$ cat config.mk
export PLATFORM = sky130hd
export DESIGN_NAME = mdu_iter_flat
export DESIGN_NICKNAME = d
export VERILOG_FILES = /design/src/rtl/mdu_pkg.sv /design/src/rtl/mdu_iter_if.sv /design/src/rtl/mdu_iter.sv /design/src/flat_wrapper.sv
export SDC_FILE = /design/constraint.sdc
export NUM_CORES = 1
export LEC_CHECK = 0
export ABC_CLOCK_PERIOD_IN_PS = 5250
export BUFFER_PORTS_ARGS = -buffer_cell sky130_fd_sc_hd__buf_2
export CAP_MARGIN = 20
export CORE_UTILIZATION = 50
export CTS_BUF_LIST = sky130_fd_sc_hd__clkbuf_4
export DETAILED_ROUTE_END_ITERATION = 7
export GPL_TIMING_DRIVEN = 0
export PLACE_DENSITY = 0.7
export SYNTH_ARGS = -nofsm -noshare
export SYNTH_HDL_FRONTEND = slang
export SYNTH_SLANG_ARGS = --single-unit
$ cat constraint.sdc
create_clock -name clk -period 5.25 [get_ports clk]
set_input_delay 1.3125 -clock clk [delete_from_list [all_inputs] [get_ports clk]]
set_output_delay 1.3125 -clock clk [all_outputs]
set_load 0.05 [all_outputs]
$ cat src/rtl/mdu_pkg.sv
// Shared definitions for the iterative multiply/divide unit: operation and
// FSM state encodings, default operand width, and small op-decode helpers.
package mdu_pkg;

    localparam int MDU_WIDTH = 32;

    typedef enum logic [1:0] {
        MDU_MULT  = 2'b00,
        MDU_MULTU = 2'b01,
        MDU_DIV   = 2'b10,
        MDU_DIVU  = 2'b11
    } mdu_op_e;

    typedef enum logic [1:0] {
        IDLE = 2'b00,
        CALC = 2'b01,
        FIX  = 2'b10
    } mdu_state_e;

    // Upper op bit selects divide over multiply.
    function automatic logic op_is_div(input mdu_op_e op);
        return op[1];
    endfunction

    // MULT and DIV (op[0]==0) treat operands as two's complement.
    function automatic logic op_is_signed(input mdu_op_e op);
        return ~op[0];
    endfunction

endpackage

$ cat src/rtl/mdu_iter_if.sv
// Execute-stage handshake and HI/LO bus between the pipeline and the MDU.
interface mdu_iter_if #(
    parameter int WIDTH = 32
);
    logic             start;
    logic [1:0]       op;
    logic [WIDTH-1:0] a;
    logic [WIDTH-1:0] b;
    logic             we_hi;
    logic             we_lo;
    logic [WIDTH-1:0] wd;
    logic             busy;
    logic             done;
    logic [WIDTH-1:0] hi;
    logic [WIDTH-1:0] lo;

    modport master (
        output start, op, a, b, we_hi, we_lo, wd,
        input  busy, done, hi, lo
    );

    modport slave (
        input  start, op, a, b, we_hi, we_lo, wd,
        output busy, done, hi, lo
    );
endinterface

$ cat src/rtl/mdu_iter.sv
// Iterative multiply/divide unit with architectural HI/LO registers.
// Radix-2 shift-add multiply and restoring divide on operand magnitudes,
// followed by one sign-correction cycle; latency is fixed for every op.
module mdu_iter
    import mdu_pkg::*;
#(
    parameter int WIDTH = MDU_WIDTH
) (
    input  logic      clk,
    input  logic      reset,
    mdu_iter_if.slave bus
);

    localparam int              CW       = $clog2(WIDTH);
    localparam logic [CW-1:0]   LAST_CNT = CW'(WIDTH - 1);

    mdu_state_e       r_state;
    mdu_state_e       w_next;
    logic [CW-1:0]    r_cnt;
    mdu_op_e          r_op;
    logic             r_neg_q;    // negate product / quotient at FIX
    logic             r_neg_r;    // negate remainder at FIX (dividend negative)
    logic             r_b_zero;   // divide by zero
    logic [WIDTH-1:0] r_a_raw;    // raw dividend, returned in HI on divide by zero
    logic [WIDTH-1:0] r_opnd;     // multiplicand magnitude or divisor magnitude
    logic [WIDTH-1:0] r_ph;       // partial product high / partial remainder
    logic [WIDTH-1:0] r_pl;       // multiplier bits / quotient bits
    logic [WIDTH-1:0] r_hi;
    logic [WIDTH-1:0] r_lo;
    logic             r_busy;
    logic             r_done;

    mdu_op_e          w_op;
    logic             w_signed;
    logic             w_div;
    logic             w_neg_a;
    logic             w_neg_b;
    logic [WIDTH-1:0] w_mag_a;
    logic [WIDTH-1:0] w_mag_b;

    logic [WIDTH:0]   w_sum;
    logic [WIDTH:0]   w_shift;
    logic [WIDTH-1:0] w_diff;
    logic [WIDTH-1:0] w_ph_nxt;
    logic [WIDTH-1:0] w_pl_nxt;

    logic [2*WIDTH-1:0] w_prod;
    logic [2*WIDTH-1:0] w_prod_fix;
    logic [WIDTH-1:0]   w_fix_hi;
    logic [WIDTH-1:0]   w_fix_lo;

    assign w_op     = mdu_op_e'(bus.op);
    assign w_signed = op_is_signed(w_op);
    assign w_div    = op_is_div(w_op);
    assign w_neg_a  = w_signed & bus.a[WIDTH-1];
    assign w_neg_b  = w_signed & bus.b[WIDTH-1];
    assign w_mag_a  = w_neg_a ? -bus.a : bus.a;
    assign w_mag_b  = w_neg_b ? -bus.b : bus.b;

    assign bus.busy = r_busy;
    assign bus.done = r_done;
    assign bus.hi   = r_hi;
    assign bus.lo   = r_lo;

    // State register.
    always_ff @(posedge clk) begin
        if (reset) begin
            r_state <= IDLE;
        end else begin
            r_state <= w_next;
        end
    end

    // Next-state logic: IDLE -> CALC on start, CALC -> FIX after WIDTH steps.
    always_comb begin
        w_next = r_state;
        case (r_state)
            IDLE: begin
                if (bus.start) begin
                    w_next = CALC;
                end else begin
                    w_next = IDLE;
                end
            end
            CALC: begin
                if (r_cnt == LAST_CNT) begin
                    w_next = FIX;
                end else begin
                    w_next = CALC;
                end
            end
            FIX:     w_next = IDLE;
            default: w_next = IDLE;
        endcase
    end

    // One radix-2 step: conditional add-and-shift or trial-subtract-and-shift.
    always_comb begin
        w_sum    = {(WIDTH+1){1'b0}};
        w_shift  = {r_ph, r_pl[WIDTH-1]};
        w_diff   = w_shift[WIDTH-1:0] - r_opnd;
        w_ph_nxt = r_ph;
        w_pl_nxt = r_pl;
        if (r_op[1]) begin
            if (w_shift >= {1'b0, r_opnd}) begin
                w_ph_nxt = w_diff;
                w_pl_nxt = {r_pl[WIDTH-2:0], 1'b1};
            end else begin
                w_ph_nxt = w_shift[WIDTH-1:0];
                w_pl_nxt = {r_pl[WIDTH-2:0], 1'b0};
            end
        end else begin
            if (r_pl[0]) begin
                w_sum = {1'b0, r_ph} + {1'b0, r_opnd};
            end else begin
                w_sum = {1'b0, r_ph};
            end
            w_ph_nxt = w_sum[WIDTH:1];
            w_pl_nxt = {w_sum[0], r_pl[WIDTH-1:1]};
        end
    end

    // Sign correction and divide-by-zero override of the final HI/LO values.
    always_comb begin
        w_prod     = {r_ph, r_pl};
        w_prod_fix = w_prod;
        w_fix_hi   = r_hi;
        w_fix_lo   = r_lo;
        if (r_op[1]) begin
            if (r_b_zero) begin
                w_fix_lo = {WIDTH{1'b1}};
                w_fix_hi = r_a_raw;
            end else begin
                w_fix_lo = r_neg_q ? -r_pl : r_pl;
                w_fix_hi = r_neg_r ? -r_ph : r_ph;
            end
        end else begin
            w_prod_fix = r_neg_q ? -w_prod : w_prod;
            w_fix_hi   = w_prod_fix[2*WIDTH-1:WIDTH];
            w_fix_lo   = w_prod_fix[WIDTH-1:0];
        end
    end

    // Datapath: operand capture, iteration, MTHI/MTLO writes and HI/LO commit.
    always_ff @(posedge clk) begin
        if (reset) begin
            r_cnt    <= {CW{1'b0}};
            r_op     <= MDU_MULT;
            r_neg_q  <= 1'b0;
            r_neg_r  <= 1'b0;
            r_b_zero <= 1'b0;
            r_a_raw  <= {WIDTH{1'b0}};
            r_opnd   <= {WIDTH{1'b0}};
            r_ph     <= {WIDTH{1'b0}};
            r_pl     <= {WIDTH{1'b0}};
            r_hi     <= {WIDTH{1'b0}};
            r_lo     <= {WIDTH{1'b0}};
            r_busy   <= 1'b0;
            r_done   <= 1'b0;
        end else begin
            r_busy <= (w_next != IDLE);
            r_done <= (r_state == FIX);
            case (r_state)
                IDLE: begin
                    if (bus.we_hi) begin
                        r_hi <= bus.wd;
                    end else begin
                        r_hi <= r_hi;
                    end
                    if (bus.we_lo) begin
                        r_lo <= bus.wd;
                    end else begin
                        r_lo <= r_lo;
                    end
                    if (bus.start) begin
                        r_op     <= w_op;
                        r_neg_q  <= w_neg_a ^ w_neg_b;
                        r_neg_r  <= w_div & w_neg_a;
                        r_b_zero <= w_div & (bus.b == {WIDTH{1'b0}});
                        r_a_raw  <= bus.a;
                        r_opnd   <= w_div ? w_mag_b : w_mag_a;
                        r_pl     <= w_div ? w_mag_a : w_mag_b;
                        r_ph     <= {WIDTH{1'b0}};
                        r_cnt    <= {CW{1'b0}};
                    end else begin
                        r_cnt <= r_cnt;
                    end
                end
                CALC: begin
                    r_ph  <= w_ph_nxt;
                    r_pl  <= w_pl_nxt;
                    r_cnt <= r_cnt + {{(CW-1){1'b0}}, 1'b1};
                end
                FIX: begin
                    r_hi <= w_fix_hi;
                    r_lo <= w_fix_lo;
                end
                default: begin
                    r_cnt <= {CW{1'b0}};
                end
            endcase
        end
    end

endmodule
$ cat src/flat_wrapper.sv
// flat-port wrapper written by rule: the top's interface ports become plain ports
module mdu_iter_flat import mdu_pkg::*;
#(
    parameter int WIDTH = MDU_WIDTH
)
  (clk, reset, bus_start, bus_op, bus_a, bus_b, bus_we_hi, bus_we_lo, bus_wd, bus_busy, bus_done, bus_hi, bus_lo);
  mdu_iter_if #(.WIDTH(WIDTH)) bus_i ();
  input  logic clk;
  input  logic reset;
  input wire logic [$bits(bus_i.start)-1:0] bus_start;
  input wire logic [$bits(bus_i.op)-1:0] bus_op;
  input wire logic [$bits(bus_i.a)-1:0] bus_a;
  input wire logic [$bits(bus_i.b)-1:0] bus_b;
  input wire logic [$bits(bus_i.we_hi)-1:0] bus_we_hi;
  input wire logic [$bits(bus_i.we_lo)-1:0] bus_we_lo;
  input wire logic [$bits(bus_i.wd)-1:0] bus_wd;
  output wire logic [$bits(bus_i.busy)-1:0] bus_busy;
  output wire logic [$bits(bus_i.done)-1:0] bus_done;
  output wire logic [$bits(bus_i.hi)-1:0] bus_hi;
  output wire logic [$bits(bus_i.lo)-1:0] bus_lo;
  assign bus_i.start = bus_start;
  assign bus_i.op = bus_op;
  assign bus_i.a = bus_a;
  assign bus_i.b = bus_b;
  assign bus_i.we_hi = bus_we_hi;
  assign bus_i.we_lo = bus_we_lo;
  assign bus_i.wd = bus_wd;
  assign bus_busy = bus_i.busy;
  assign bus_done = bus_i.done;
  assign bus_hi = bus_i.hi;
  assign bus_lo = bus_i.lo;
  mdu_iter #(.WIDTH(WIDTH)) u_core (.clk(clk), .reset(reset), .bus(bus_i));
endmodule
Word-level counts from Yosys, hierarchy flattened --
Index checks and enable logic that the tools add are counted.
Word-level totals: bits in read-only memories 0, RAM bits 0, flip-flop bits (word level) 206, memories 0, output and inout bits 66, input bits 103, latch bits 0
Cells by class: multiplexer cells 29, divide/modulo/power cells 0, reduce and logical (&&, ||, !) cells 10, bitwise operators 7, $lt $le $gt $ge 1, multipliers 0, eq/ne operators 6, $add $sub $neg 8, shift-type cells 0
Operator list (number):
- 2-to-1 mux 32 bit | 17
- case mux 32 bit (2 select lines) | 4
- negation 32 bit | 4
- 2-to-1 mux 64 bit | 1
- negation 64 bit | 1
- adder 32 x 32 -> 33 bit | 1
- >= comparator 33 x 32 -> 1 bit | 1
- 2-to-1 mux 33 bit | 1
- logical NOT 32 bit | 1
- subtractor 32 bit | 1
- case mux 5 bit (3 select lines) | 1
- AND reduction 2 bit | 5
- != test 2 bit, second input constant | 3
- nonzero test 2 bit | 3
- adder 5 x 1 -> 5 bit, second input constant | 1
- equality test 5 bit, second input constant | 1
- 2-to-1 mux 5 bit | 1
- bitwise AND 1 bit | 4
- case mux 2 bit (2 select lines) | 1
- equality test 2 x 1 -> 1 bit, second input constant | 1
- equality test 2 bit, second input constant | 1
- logical NOT 2 bit | 1
- 2-to-1 mux 1 bit | 2
- 2-to-1 mux 2 bit | 1
- other kinds (2) | 3

Logic depth before layout (Yosys ltp) --
Gate-level depths: netlist of the first run.
depth in word-level cells 6, gate-level depth with buffers 14, mapped depth without buffers 13

Worst setup path after synthesis of the first run --
No wires, ideal clock.
path type input port to flip-flop, start input bus_b[16], end register u_core.r_pl[26], data arrival time 3689 ps, cell stages on the path 9, setup slack 1502 ps, setup time 59 ps, data required time 5191 ps, cells stage by stage or4_1 nor4b_1 nor4b_1 nor2b_1 a21oi_1 xor2_1 nor2_1 a211oi_1 o221a_2
Between the ends: longest elaborated chain between the ends 5
RTL lines:
- from (decl) | line flat_wrapper.sv:13 | input wire logic [$bits(bus_i.b)-1:0] bus_b;
- negation 32 bit | line mdu_iter.sv:58 | assign w_mag_b = w_neg_b ? -bus.b : bus.b;
- 2-to-1 mux 32 bit | line mdu_iter.sv:58
- 2-to-1 mux 32 bit | line mdu_iter.sv:182 | r_pl <= w_div ? w_mag_a : w_mag_b;
- 2-to-1 mux 32 bit | line mdu_iter.sv:175 | if (bus.start) begin
- case mux 32 bit (2 select lines) | line mdu_iter.sv:163 | case (r_state)
- to (signal assigned) | line mdu_iter.sv:155 | r_pl <= {WIDTH{1'b0}};
- to (signal assigned) | line mdu_iter.sv:182
- to (signal assigned) | line mdu_iter.sv:191 | r_pl <= w_pl_nxt;
- to (decl) | line mdu_iter.sv:27 | logic [WIDTH-1:0] r_pl;
Every way passes these cells. The select of a mux whose other input is x is not followed. A chain may end at the register's enable or synchronous reset.

Worst setup path after layout of the first run --
start register u_core.r_pl[0], end register u_core.r_hi[14] (netlist: u_core.bus.hi[14])
Between the ends: longest elaborated chain between the ends 4
RTL lines:
- negation 64 bit | line mdu_iter.sv:138 | w_prod_fix = r_neg_q ? -w_prod : w_prod;
- 2-to-1 mux 64 bit | line mdu_iter.sv:138
- 2-to-1 mux 32 bit | line mdu_iter.sv:129 | if (r_op[1]) begin
- case mux 32 bit (2 select lines) | line mdu_iter.sv:163
- to (signal assigned) | line mdu_iter.sv:156 | r_hi <= {WIDTH{1'b0}};
- to (signal assigned) | line mdu_iter.sv:166 | r_hi <= bus.wd;
- to (signal assigned) | line mdu_iter.sv:168 | r_hi <= r_hi;
- to (decl) | line mdu_iter.sv:28 | logic [WIDTH-1:0] r_hi;
Every way passes these cells.

==> metrics.cfg, run 1 <==
[timing]
setup_tns_ns = 0
worst_slack_ns = 0.500
slew_headroom_pct = 12.2
holdWs_ns = 0.447
post-route-min-period_ns = 4.75
period_share_pct = 90.5
rsz0062_at_grt = false
fmax_ghz = 0.211
skew_ns = 0.0774
drv_slew = 0
final-setup-viol-count = 0
worst_pin_slew_ns = 1.32
hold_viol = 0

[place]
gp_congestion = 1.08
dpl_worst_slack_ns = 0.281
hpwl_mm = 66.0
portBuffers = 168

[detailed_routing]
drt_iter0_drc = 3428
first_pass_iters = 8
vias = 20800
wirelength_mm = 83.9
drc = 9
ant_nets = 0
wl_per_cell_um = 27.5
viasPerCell = 6.81

[worst_setup_path]
path_max_fanout = 10
cp.buffers_inverters = 4
critPathMaxStageDelay_ns = 0.74
cp-start-kind = flop
worst-path-stages = 12
crit_required_ns = 6.03
crit_chain = clkbuf_1 > clkinv_1 > clkbuf_1 > ha_1 > a21bo_2 > or3b_2 > or3_1 > buf_2 > nor2_1 > o311ai_0 > o211ai_1 > a21oi_1
crit_type = reg -> reg
reg2regPathDepth = 12
cpLargestDelayFamily = buffers and inverters
worstPathArrival_ns = 5.53
cpMaxStageDelayCell = o311ai_0
cp-end-kind = flop
cp_common_cell = clkbuf_1

[clock_network]
post_cts_buffers = 0
cts_max_level = 2
cts_buffers = 60
post_cts_resized = 0
cts_hold_buf = 0
cts_root_buf = clkbuf_4
clock-sinks = 205
clk_pin_slew_ns = 0.07
worstSkewPairLatency_ns = 0.86
cts_tree = built
cts_buffer_depth = 3

[yosys]
synthCells = 2340
yosys_warnings = 0
synthArstFlopShare_pct = 0
syn_avg_cell_area_um2 = 7.16
synth.distinct_cells = 70
synth_area_leaders = dfxtp_1, a21oi_1, nand2_1
ys_seq_elements = 205
ys_seq_area_share_pct = 24.5
yosysTopAreaCellShare_pct = 24.5
synth_top_flop_cell = dfxtp_1
synth_fp_nets = 2515
synth_top_area_cell = dfxtp_1
synth_edf_count = 0
synth.cell_area_um2 = 16700

[power]
swShare_pct = 42.0
power_frac_clock_pct = 30.4
internal-power_uw = 2980
power_frac_seq_pct = 34.8
powerDensity_nw_per_um2 = 272
vdd_drop_max_uv = 204
total_power_uw = 5130
p_leak_uw = 0.00751
net-switching-power_uw = 2150
p_comb_share_pct = 34.8

[global_routing]
overflow = 0
grt_max_degree = 18
gr-usage-all-layers_pct = 48.1
antenna_found_initial = 1
grt_pass1_wl_mm = 120
grt_pass1_vias = 18800

[worst_hold_path]
hp-class = reg -> reg
worst_hold_path.num_cells = 2

[floorplan]
die_y_um = 185
ios = 169
die_w_um = 185
rows = 66
start_util_pct = 51.1
design.core.area_um2 = 32800
die-area_um2 = 34200

[status]
status = finished with violations
violations = DRC

[layout]
syn_to_final_growth_pct = 12.8
fin_nets = 2745
drive_gt1_share_pct = 11.8

[flow_run]
cap_violations = 0

==> worst reg2reg max path: stages (launching register included) <==
cell,delay [ns]
dfxtp_1,0.31
clkbuf_1,0.56
clkinv_1,0.56
clkbuf_1,0.48
ha_1,0.40
a21bo_2,0.24
or3b_2,0.21
or3_1,0.33
buf_2,0.34
nor2_1,0.09
o311ai_0,0.74
o211ai_1,0.25
a21oi_1,0.19
==> placed cells by master, fill, tap and decap left out, drive strengths merged, types with 70 or more instances in the layout <==
cell      n
clkbuf  251
nand2   318
ha       70
xnor2    91
inv      73
nor2    198
buf     183
a21oi   284
dfxtp   205
o21ai   154
==> power groups by stage <==
stage	Sequential, uW	Clock (uW)	Combinational [uW]
detailed placement	1810	0	1690
finish	1790	1560	1790
global placement	1800	0	1670
global route	1790	1620	1870
floorplan	1860	0	1030
CTS	1770	1530	1700
==> per-layer routing <==
metal | share of wire, % | GRT usage, % | vias to the layer above
met5 | 0 | 0 | -
met4 | 7.5 | 31.7 | 0
met3 | 14 | 14.4 | 422
met2 | 41 | 70.1 | 1695
met1 | 37 | 61.0 | 9640
li1 | - | - | 9043
==> stage by stage <==
stage	util [%]	instance area, um2	cells
floorplan	-	16700	2340
global placement	55.3	18100	2950
detailed placement	55.3	18100	2950
CTS	57.6	18900	3055
global route	57.6	18900	3056
finish	57.6	18900	3056
==> cells in the mapped netlist (14+ instances only) <==
master and number:
a211oi_1 55, a21o_1 22, a21oi_1 284, a22oi_1 14
a31oi_1 28, clkbuf_1 162, dfxtp_1 205, ha_1 70
inv_1 72, mux2i_1 63, nand2_1 318, nand2b_1 21
nand3_1 34, nand4_1 18, nor2_1 198, nor2b_1 17
nor3_1 52, nor4_1 19, o211ai_1 52, o21ai_0 152
o221ai_1 43, o31ai_1 37, or2_2 15, or3_1 21
or4_1 18, xnor2_1 91, xor2_1 65
==> cell type report <==
type	instances	area [um2]
Multi-Input combinational cell	1885	11700
Buffer	177	681
Fill cell	3159	13900
Clock buffer	89	668
Antenna cell	1	2.50
Timing Repair Buffer	168	841
Clock inverter	16	77.6
Inverter	73	274
Sequential cell	205	4100
Tap cell	442	553
==> logic make-up after synthesis <==
group,share of synthesized area [%]
adders and majority gates,5.47
buffers and inverters,5.70
xor gates and xnor gates,8.16
DFF,24.5
and+or+nand+nor,20.9
AOI/OAI and AO/OA,30.9
muxes,4.44
==> sequential cells by signal, summed over array words and instances (netlist names) <==
name,cells
u_core.bus.hi,32
u_core.bus.lo,32
u_core.r_a_raw,32
u_core.r_opnd,32
u_core.r_ph,32
u_core.r_pl,32
u_core.r_cnt,5
u_core.r_state,2
u_core.bus.busy,1
u_core.bus.done,1
u_core.r_b_zero,1
u_core.r_neg_q,1
u_core.r_neg_r,1
u_core.r_op,1
==> final timing paths <==
| check | start | end | slack [ns] |
|---|---|---|---|
| hold / removal | u_core.bus.lo[24] | u_core.bus.lo[24] | 0.45 |
| hold reg to reg | u_core.bus.lo[24] | u_core.bus.lo[24] | 0.45 |
| setup / recovery | u_core.r_pl[0] | u_core.bus.hi[14] | 0.50 |
| setup reg to reg | u_core.r_pl[0] | u_core.bus.hi[14] | 0.50 |
(Power assumes the default switching activity.)
==> inputs of run 2 (changes only) <==
- CORE_MARGIN: not set -> 3
==> metrics.cfg, run 2 (same netlist as run 1, synthesis figures left out) <==
[status]
status = complete, no violations

[clock_network]
cts_hold_buf = 0
cts_buffer_depth = 3
cts_buffers = 54
cts_tree = built
clock-sinks = 205
cts_max_level = 2
clk_pin_slew_ns = 0.08
worstSkewPairLatency_ns = 0.82
cts_root_buf = clkbuf_4
post_cts_resized = 0
post_cts_buffers = 0

[layout]
drive_gt1_share_pct = 11.3
final_cell_mix = nand2_1, a21oi_1, dfxtp_1
fin_nets = 2741
mostFrequentLayoutCell = nand2_1
syn_to_final_growth_pct = 12.3

[floorplan]
design.core.area_um2 = 32800
rows = 66
die_w_um = 189
die-area_um2 = 35700
die_y_um = 189
ios = 169
start_util_pct = 51.1

[worst_setup_path]
path_max_fanout = 10
cp-end-kind = flop
crit_required_ns = 5.97
reg2regPathDepth = 12
rrSetupSlack_ns = 0.37
crit_type = reg -> reg
worstPathArrival_ns = 5.60
cp-start-kind = flop

[detailed_routing]
first_pass_iters = 7
drc = 0
ant_nets = 0
drt_iter0_drc = 3061
wirelength_mm = 83.6
vias = 20700
wl_per_cell_um = 27.4
viasPerCell = 6.79

[global_routing]
grt_max_degree = 16
overflow = 0
antenna_found_initial = 4
grt_pass1_vias = 19000
grt_pass1_wl_mm = 121
gr-usage-all-layers_pct = 44.8

[timing]
fmax_ghz = 0.205
period_share_pct = 93.0
setup_tns_ns = 0
hold_viol = 0
skew_ns = 0.0793
holdWs_ns = 0.453
rsz0062_at_grt = false
final-setup-viol-count = 0
post-route-min-period_ns = 4.88
worst_pin_slew_ns = 1.15
drv_slew = 0
slew_headroom_pct = 23.0

[flow_run]
cap_violations = 0

[place]
hpwl_mm = 66.0
portBuffers = 168
gp_congestion = 1.11

[worst_hold_path]
hp-class = reg -> reg
worst_hold_path.num_cells = 2

[power]
vdd_drop_max_uv = 164
powerDensity_nw_per_um2 = 266
p_leak_uw = 0.00746

==> run 2: cell count changes in the layout (fill, tap and decap cells not counted), sizes merged <==
cell	previous run	this run
clkbuf	251	238
buf	183	185
clkinv	15	17
diode	1	2
==> run 2: per-stage QoR <==
stage          total power [uW]  setup slack [ns]  utilization [%]  cells  cell area (um2)
2_1_floorplan              2890              1.50                -   2340            16700
3_3_place_gp               3490             0.259             55.3   2950            18100
3_5_place_dp               3510             0.496             55.4   2952            18200
4_1_cts                    4880             0.728             57.4   3046            18800
5_1_grt                    5150             0.516             57.4   3047            18800
6_report                   5000             0.367             57.4   3048            18800
==> run 2: routing by layer <==
| layer | vias to the layer above | routed length (um) | global-route usage [%] | share of wire, % |
|---|---|---|---|---|
| met4 | 2 | 5720 | 26.4 | 6.8 |
| met1 | 9660 | 31000 | 56.7 | 37 |
| li1 | 9040 | - | - | - |
| met3 | 356 | 12300 | 15.6 | 15 |
| met2 | 1634 | 34500 | 65.7 | 41 |
| met5 | - | 19 | 0 | 0.023 |
==> run 2: worst paths after layout <==
path | from | end
worst max-delay path | u_core.r_pl[0] | u_core.bus.hi[14]
worst min-delay path | u_core.bus.lo[21] | u_core.bus.lo[21]
worst max register to register | u_core.r_pl[0] | u_core.bus.hi[14]
worst min register to register | u_core.bus.lo[21] | u_core.bus.lo[21]
==> run 2: cell type report <==
| class | instances | area [um2] |
|---|---|---|
| antenna | 2 | 5.00 |
| buffer | 177 | 681 |
| clock buffer | 76 | 571 |
| clock inverter | 18 | 78.8 |
| fill | 3282 | 14000 |
| inverter | 73 | 274 |
| multi-input combinational | 1885 | 11700 |
| sequential | 205 | 4100 |
| tap | 442 | 553 |
| timing repair buffer | 170 | 851 |
==> run 2: critical path, cell delays in order (launching register included) <==
cell	delay, ns
dfxtp_1	0.31
clkbuf_1	0.58
clkinv_1	0.61
clkbuf_1	0.50
ha_1	0.40
a21bo_2	0.24
or3b_2	0.21
or3_1	0.32
buf_2	0.33
nor2_1	0.09
o311ai_0	0.72
o211ai_1	0.27
a21oi_1	0.18
==> run 2: report_power, final <==
group	switching [uW]	total [uW]	internal [uW]	leakage (uW)
Sequential	133	1790	1650	0.00168
Combinational	1240	1800	551	0.00539
Clock	748	1410	666	0.000384
